==> config.mk <==
export PLATFORM = sky130hd
export DESIGN_NAME = fp_division_seq
export DESIGN_NICKNAME = d
export VERILOG_FILES = /design/src/rtl/fp_pkg.sv /design/src/rtl/mant_div_core.sv /design/src/rtl/fp_division_seq.sv
export SDC_FILE = /design/constraint.sdc
export NUM_CORES = 1
export LEC_CHECK = 0
export ABC_AREA = 1
export CAP_MARGIN = 40
export CORE_MARGIN = 8
export CORE_UTILIZATION = 51
export CTS_CLUSTER_SIZE = 10
export DETAILED_ROUTE_END_ITERATION = 8
export MAX_ROUTING_LAYER = met4
export PLACE_DENSITY = 0.86
export SETUP_SLACK_MARGIN = 0.1
export SYNTH_ARGS = -nofsm -noshare
export SYNTH_HDL_FRONTEND = slang
export SYNTH_SLANG_ARGS = --single-unit
export TNS_END_PERCENT = 10
==> constraint.sdc <==
create_clock -name CLK -period 2.6 [get_ports CLK]
set_input_delay 0.52 -clock CLK [delete_from_list [all_inputs] [get_ports CLK]]
set_output_delay 0.52 -clock CLK [all_outputs]
set_load 0.1 [all_outputs]
==> src/rtl/fp_pkg.sv <==
// Shared FP32 constants, FSM state type and special-operand decode for the sequential divider.
package fp_pkg;

  localparam int EXP_W    = 8;
  localparam int MANT_W   = 23;
  localparam int EXP_BIAS = 127;
  localparam int QBITS    = 25;

  localparam logic [31:0] QNAN    = 32'h7FC00000;
  localparam logic [31:0] POS_INF = 32'h7F800000;

  typedef enum logic [1:0] {
    ST_IDLE,
    ST_CALC,
    ST_NORM,
    ST_DONE
  } state_t;

  typedef struct packed {
    logic        hit;
    logic        dbz;
    logic [31:0] res;
  } special_t;

  // Subnormals are treated as zero; the branch order below is the priority order.
  function automatic special_t fp_special(input logic [31:0] a, input logic [31:0] b);
    special_t s;
    logic sg, z1, z2, i1, i2, n1, n2;
    sg = a[31] ^ b[31];
    z1 = (a[30:23] == 8'h00);
    z2 = (b[30:23] == 8'h00);
    i1 = (a[30:23] == 8'hFF) && (a[22:0] == 23'h0);
    i2 = (b[30:23] == 8'hFF) && (b[22:0] == 23'h0);
    n1 = (a[30:23] == 8'hFF) && (a[22:0] != 23'h0);
    n2 = (b[30:23] == 8'hFF) && (b[22:0] != 23'h0);
    s.hit = 1'b1;
    s.dbz = 1'b0;
    s.res = QNAN;
    if (n1 || n2) begin
      s.res = QNAN;
    end else if ((i1 && i2) || (z1 && z2)) begin
      s.res = QNAN;
    end else if (z2 && !i1) begin
      s.res = {sg, POS_INF[30:0]};
      s.dbz = 1'b1;
    end else if (i1) begin
      s.res = {sg, POS_INF[30:0]};
    end else if (z1 || i2) begin
      s.res = {sg, 31'h0};
    end else begin
      s.hit = 1'b0;
    end
    return s;
  endfunction

endpackage

==> src/rtl/mant_div_core.sv <==
// Restoring mantissa divider: one quotient bit per cycle for QBITS cycles after start.
module mant_div_core
  import fp_pkg::*;
(
  input  logic             clk_i,
  input  logic             rst_ni,
  input  logic             start_i,
  input  logic [23:0]      ma_i,
  input  logic [23:0]      mb_i,
  output logic             done_o,
  output logic [QBITS-1:0] q_o
);

  logic [25:0]      rem_q, rem_d;
  logic [23:0]      mb_q;
  logic [QBITS-1:0] q_q, q_d;
  logic [4:0]       cnt_q;
  logic             busy_q, done_q;
  logic [25:0]      diff;
  logic             ge;

  assign diff = rem_q - {2'b00, mb_q};
  assign ge   = (rem_q >= {2'b00, mb_q});

  always_comb begin
    rem_d = rem_q;
    q_d   = q_q;
    if (start_i) begin
      rem_d = {2'b00, ma_i};
      q_d   = '0;
    end else if (busy_q) begin
      if (ge) begin
        q_d   = {q_q[QBITS-2:0], 1'b1};
        rem_d = {diff[24:0], 1'b0};
      end else begin
        q_d   = {q_q[QBITS-2:0], 1'b0};
        rem_d = {rem_q[24:0], 1'b0};
      end
    end
  end

  // Datapath registers carry no reset; busy/done gate their use.
  always_ff @(posedge clk_i) begin
    rem_q <= rem_d;
    q_q   <= q_d;
    if (start_i) mb_q <= mb_i;
  end

  always_ff @(posedge clk_i) begin
    if (!rst_ni) begin
      busy_q <= 1'b0;
      done_q <= 1'b0;
      cnt_q  <= '0;
    end else begin
      done_q <= 1'b0;
      if (start_i) begin
        busy_q <= 1'b1;
        cnt_q  <= '0;
      end else if (busy_q) begin
        if (cnt_q == 5'(QBITS - 1)) begin
          busy_q <= 1'b0;
          done_q <= 1'b1;
        end else begin
          cnt_q <= cnt_q + 5'd1;
        end
      end
    end
  end

  assign done_o = done_q;
  assign q_o    = q_q;

endmodule

==> src/rtl/fp_division_seq.sv <==
// Sequential FP32 divider: special-case decode, exponent math and normalisation around mant_div_core.
module fp_division_seq
  import fp_pkg::*;
(
  input  logic        CLK,
  input  logic        nRST,
  input  logic        in_valid,
  output logic        in_ready,
  input  logic [31:0] data1,
  input  logic [31:0] data2,
  output logic        out_valid,
  input  logic        out_ready,
  output logic [31:0] result,
  output logic        overflow,
  output logic        underflow,
  output logic        div_by_zero
);

  state_t             state_q, state_d;
  logic               sign_q, sign_d;
  logic signed [9:0]  expt_q, expt_d;
  logic [31:0]        result_q, result_d;
  logic               ovf_q, ovf_d, unf_q, unf_d, dbz_q, dbz_d;
  logic               core_start, core_done;
  logic [QBITS-1:0]   core_q;
  special_t           spec;
  logic signed [9:0]  exp_in, exp_n;
  logic [22:0]        mant_n;

  assign spec   = fp_special(data1, data2);
  assign exp_in = $signed({2'b00, data1[30:23]}) - $signed({2'b00, data2[30:23]})
                  + 10'sd127;

  mant_div_core u_core (
    .clk_i   (CLK),
    .rst_ni  (nRST),
    .start_i (core_start),
    .ma_i    ({1'b1, data1[22:0]}),
    .mb_i    ({1'b1, data2[22:0]}),
    .done_o  (core_done),
    .q_o     (core_q)
  );

  // A quotient below 1.0 leaves its leading one in bit 23 and borrows one from the exponent.
  always_comb begin
    if (core_q[QBITS-1]) begin
      mant_n = core_q[23:1];
      exp_n  = expt_q;
    end else begin
      mant_n = core_q[22:0];
      exp_n  = expt_q - 10'sd1;
    end
  end

  always_comb begin
    state_d    = state_q;
    sign_d     = sign_q;
    expt_d     = expt_q;
    result_d   = result_q;
    ovf_d      = ovf_q;
    unf_d      = unf_q;
    dbz_d      = dbz_q;
    core_start = 1'b0;
    case (state_q)
      ST_IDLE: begin
        if (in_valid) begin
          sign_d = data1[31] ^ data2[31];
          expt_d = exp_in;
          ovf_d  = 1'b0;
          unf_d  = 1'b0;
          dbz_d  = 1'b0;
          if (spec.hit) begin
            result_d = spec.res;
            dbz_d    = spec.dbz;
            state_d  = ST_DONE;
          end else begin
            core_start = 1'b1;
            state_d    = ST_CALC;
          end
        end
      end
      ST_CALC: begin
        if (core_done) state_d = ST_NORM;
      end
      ST_NORM: begin
        if (exp_n >= 10'sd255) begin
          result_d = {sign_q, POS_INF[30:0]};
          ovf_d    = 1'b1;
        end else if (exp_n <= 10'sd0) begin
          result_d = {sign_q, 31'h0};
          unf_d    = 1'b1;
        end else begin
          result_d = {sign_q, exp_n[7:0], mant_n};
        end
        state_d = ST_DONE;
      end
      ST_DONE: begin
        if (out_ready) state_d = ST_IDLE;
      end
      default: state_d = ST_IDLE;
    endcase
  end

  always_ff @(posedge CLK) begin
    sign_q <= sign_d;
    expt_q <= expt_d;
  end

  always_ff @(posedge CLK) begin
    if (!nRST) begin
      state_q  <= ST_IDLE;
      result_q <= '0;
      ovf_q    <= 1'b0;
      unf_q    <= 1'b0;
      dbz_q    <= 1'b0;
    end else begin
      state_q  <= state_d;
      result_q <= result_d;
      ovf_q    <= ovf_d;
      unf_q    <= unf_d;
      dbz_q    <= dbz_d;
    end
  end

  assign in_ready    = (state_q == ST_IDLE);
  assign out_valid   = (state_q == ST_DONE);
  assign result      = result_q;
  assign overflow    = ovf_q;
  assign underflow   = unf_q;
  assign div_by_zero = dbz_q;

endmodule
==> flow_summary.ini <==
[run_status]
status = finished, final reports clean

[die]
die_y_um = 142
io-pin-count = 105
die_w_um = 142
rows = 46
start_util_pct = 51.7
die-area_sq_mm = 0.0203
core_sq_mm = 0.0158

[yosys]
synth_area_sq_mm = 0.00815
syn_area_per_cell_sq_um = 7.33
synth-edff-count = 57
synth_cell_types = 45
synth_cells = 1112
synth_nets = 1221
synth-seq-area-share_pct = 38.7
synth-async-reset-ratio_pct = 0
yosys_warnings = 0
synth_flop_cell = dfxtp_1
ys_seq_elements = 129

[clocking]
root_buffer = clkbuf_16
clk_latency_ns = 0.43
clkSinkCount = 129
cts_made_buffers = 17
cts_max_path_buffers = 2
h-tree-depth = 4
cts_tree = built
clk_pin_slew_ns = 0.06

[power_and_ir_drop]
internal_power_mw = 7.16
max-vdd-ir-drop_uv = 1490
combPwrFrac_pct = 57.1
pwr-share-clk_pct = 17.0
fin_total_pwr_mw = 13.5
p_per_area_mw_per_mm2 = 1240
power_frac_seq_pct = 25.8
p_switching_mw = 6.38
leakage_nw = 4.96
swShare_pct = 47.1

[critical_path]
timing.rr.end = u_core.rem_q[6]
path_class = reg -> reg
cp.required_ns = 2.79
cp_max_fo = 7
r2r-start = u_core.rem_q[18]
rrSetupSlack_ns = 0.20
cp-start-kind = flop
cp-end-kind = flop
cp-startpoint = u_core.rem_q[18]
worstRegToRegCells = 13
cp.arrival_ns = 2.59

[hold_path]
holdCritStartpoint = result[21]
holdPathEnd = result[21]
min_path_cells = 2
hold_path_class = reg -> reg

[layout]
syn_to_final_growth_pct = 33.7
finalNetCount = 1409
fin_cells = 1529
antenna_cells = 0
drive_gt1_share_pct = 19.2

[placement]
dp_hpwl_um = 16500
portBuffers = 104
placedCellCount = 1491
place_ws_ns = -0.247
gp_congestion = 0.943

[sta]
post-route-period-util_pct = 92.3
maxSlewHeadroom_pct = 68.2
rsz0062_at_grt = true
period_needed_ns = 2.40
tightest_slew_ns = 0.477
hold-worst-slack_ns = 0.461
setup_viol = 0
slew_violations = 0
max_freq_mhz = 417
fin_worst_skew_ns = 0.00973
hold_viol_final = 0
setup_ws_ns = 0.199

[routing]
viasPerCell = 5.28
drc = 0
routedWlPerCell_um = 15.0
wl_um = 22900
drtIter0Drc = 600
vias = 8079
first_pass_iters = 7
antenna_left = 0

[global_route]
grt_overflow = 0
grt_pass1_vias = 7886
track_usage_pct = 23.2
grt_max_degree = 49
antenna_found_initial = 0
grt_first_pass_wirelength_um = 36800

[flow_run]
maxCapViolations = 0
[Yosys cell counts (all sizes together) (6+ instances only)]
| master | number | area share [%] |
|---|---|---|
| nand2 | 283 | 13 |
| inv | 164 | 7.6 |
| nor2 | 137 | 6.8 |
| o21ai | 75 | 4.7 |
| dfxtp | 72 | 18 |
| nand3 | 70 | 5.2 |
| a21oi | 64 | 4.4 |
| edfxtp | 57 | 21 |
| ha | 39 | 6.0 |
| o211ai | 30 | 2.8 |
| xor2 | 25 | 2.8 |
| buf | 21 | 1.6 |
| clkbuf | 12 | 0.55 |
| nand4 | 12 | 0.92 |
| a31oi | 10 | 0.77 |
| nor3 | 10 | 0.75 |
| xnor2 | 7 | 0.75 |
| o21bai | 6 | 0.69 |
[critical path, cell delays in order (launching register included)]
cell,delay (ns)
edfxtp_1,0.45
ha_4,0.33
nand2_1,0.09
nor2_2,0.13
nand3_2,0.12
nor4_4,0.30
nand2_2,0.10
nand3_4,0.17
inv_4,0.09
buf_4,0.15
nand2_1,0.04
o21ai_1,0.06
nand2_1,0.07
nand2_1,0.04
[cell usage in the layout, fill, tap and decap left out, types with 3 or more instances in the layout]
cell type / netlist / layout
o21ai_2: 1 / 3
inv_2: 5 / 4
a21boi_0: 3 / 3
inv_6: 0 / 6
o21ai_0: 68 / 65
a21oi_1: 55 / 49
nand4_1: 12 / 12
nor2_2: 5 / 11
a31oi_1: 10 / 10
o211ai_1: 30 / 30
nand2_1: 280 / 277
xor2_1: 24 / 22
xnor2_1: 7 / 7
clkdlybuf4s50_1: 0 / 67
nand3_1: 57 / 54
nor2_1: 128 / 119
nand2_2: 2 / 5
xor2_2: 1 / 3
o21ai_1: 6 / 7
nor2_4: 4 / 7
ha_1: 39 / 27
edfxtp_1: 57 / 57
buf_12: 0 / 9
dfxtp_1: 72 / 72
inv_1: 159 / 159
buf_4: 3 / 125
ha_4: 0 / 11
a21o_1: 3 / 3
clkbuf_16: 0 / 18
a21oi_2: 8 / 14
nor3_1: 9 / 8
inv_4: 0 / 3
o21bai_1: 5 / 4
nand3_2: 12 / 14
[cells by family after synthesis]
family / after synthesis / synth area share, %
simple gates: 520 / 27.5
buf+inv: 198 / 9.80
compound gates: 192 / 14.0
flops: 129 / 38.7
fa+ha+maj: 41 / 6.48
xor+xnor: 32 / 3.53
[worst max-delay path by stage]
stage	endpoint	slack [ns]	cells past startpoint
floorplan	u_core.rem_q[0]	0.26	8
detailed placement	expt_q[7]	-0.25	11
global route	u_core.rem_q[6]	0.03	13
CTS	u_core.rem_q[6]	0.12	13
global placement	expt_q[7]	-0.17	11
finish	u_core.rem_q[6]	0.20	13
[stage by stage]
step           cell area (sq um)  TNS, ns  utilization, %
3_5_place_dp               10000   -23.34            63.4
3_3_place_gp               10000   -11.75            63.4
4_1_cts                    10600        0            67.2
2_1_floorplan               8150        0               -
6_report                   10900        0            69.1
5_1_grt                    10900        0            69.1
[flip-flops by register name, summed over array words and instances, names as in the netlist]
| name | count |
|---|---|
| div_by_zero | 1 |
| expt_q | 10 |
| overflow | 1 |
| result | 32 |
| sign_q | 1 |
| state_q | 2 |
| u_core.busy_q | 1 |
| u_core.cnt_q | 5 |
| u_core.done_o | 1 |
| u_core.mb_q | 23 |
| u_core.q_o | 25 |
| u_core.rem_q | 26 |
| underflow | 1 |
[layer usage]
layer	wire, um	up-vias	global-route usage [%]
met5	0	-	-
met4	537	0	8.84
met3	1330	51	4.83
met2	11500	245	39.5
met1	9540	3791	26.4
li1	-	3992	-
[what timing repair did]
action,4_1_cts,5_1_grt
setup endpoints to repair,14,98
gates resized for setup,3,50
hold buffers,0,0
buffers inserted,2,4
pin swaps,1,10
[power groups by stage]
stage | sequential, mW | combinational (mW) | clock [mW]
2_1_floorplan | 3.99 | 4.42 | 0
6_report | 3.50 | 7.74 | 2.31
5_1_grt | 3.56 | 8.50 | 2.42
4_1_cts | 3.46 | 7.17 | 2.33
3_3_place_gp | 3.45 | 6.81 | 0
3_5_place_dp | 3.47 | 7.01 | 0
[layout make-up]
type / instances / area (sq um)
multi-input combinational: 785 / 4480
fill: 1229 / 4880
inverter: 165 / 622
timing repair buffer: 202 / 1800
sequential: 129 / 3150
clock buffer: 19 / 454
tap: 216 / 270
clock inverter: 13 / 113
Note: power is estimated with default switching activity, not from simulation.
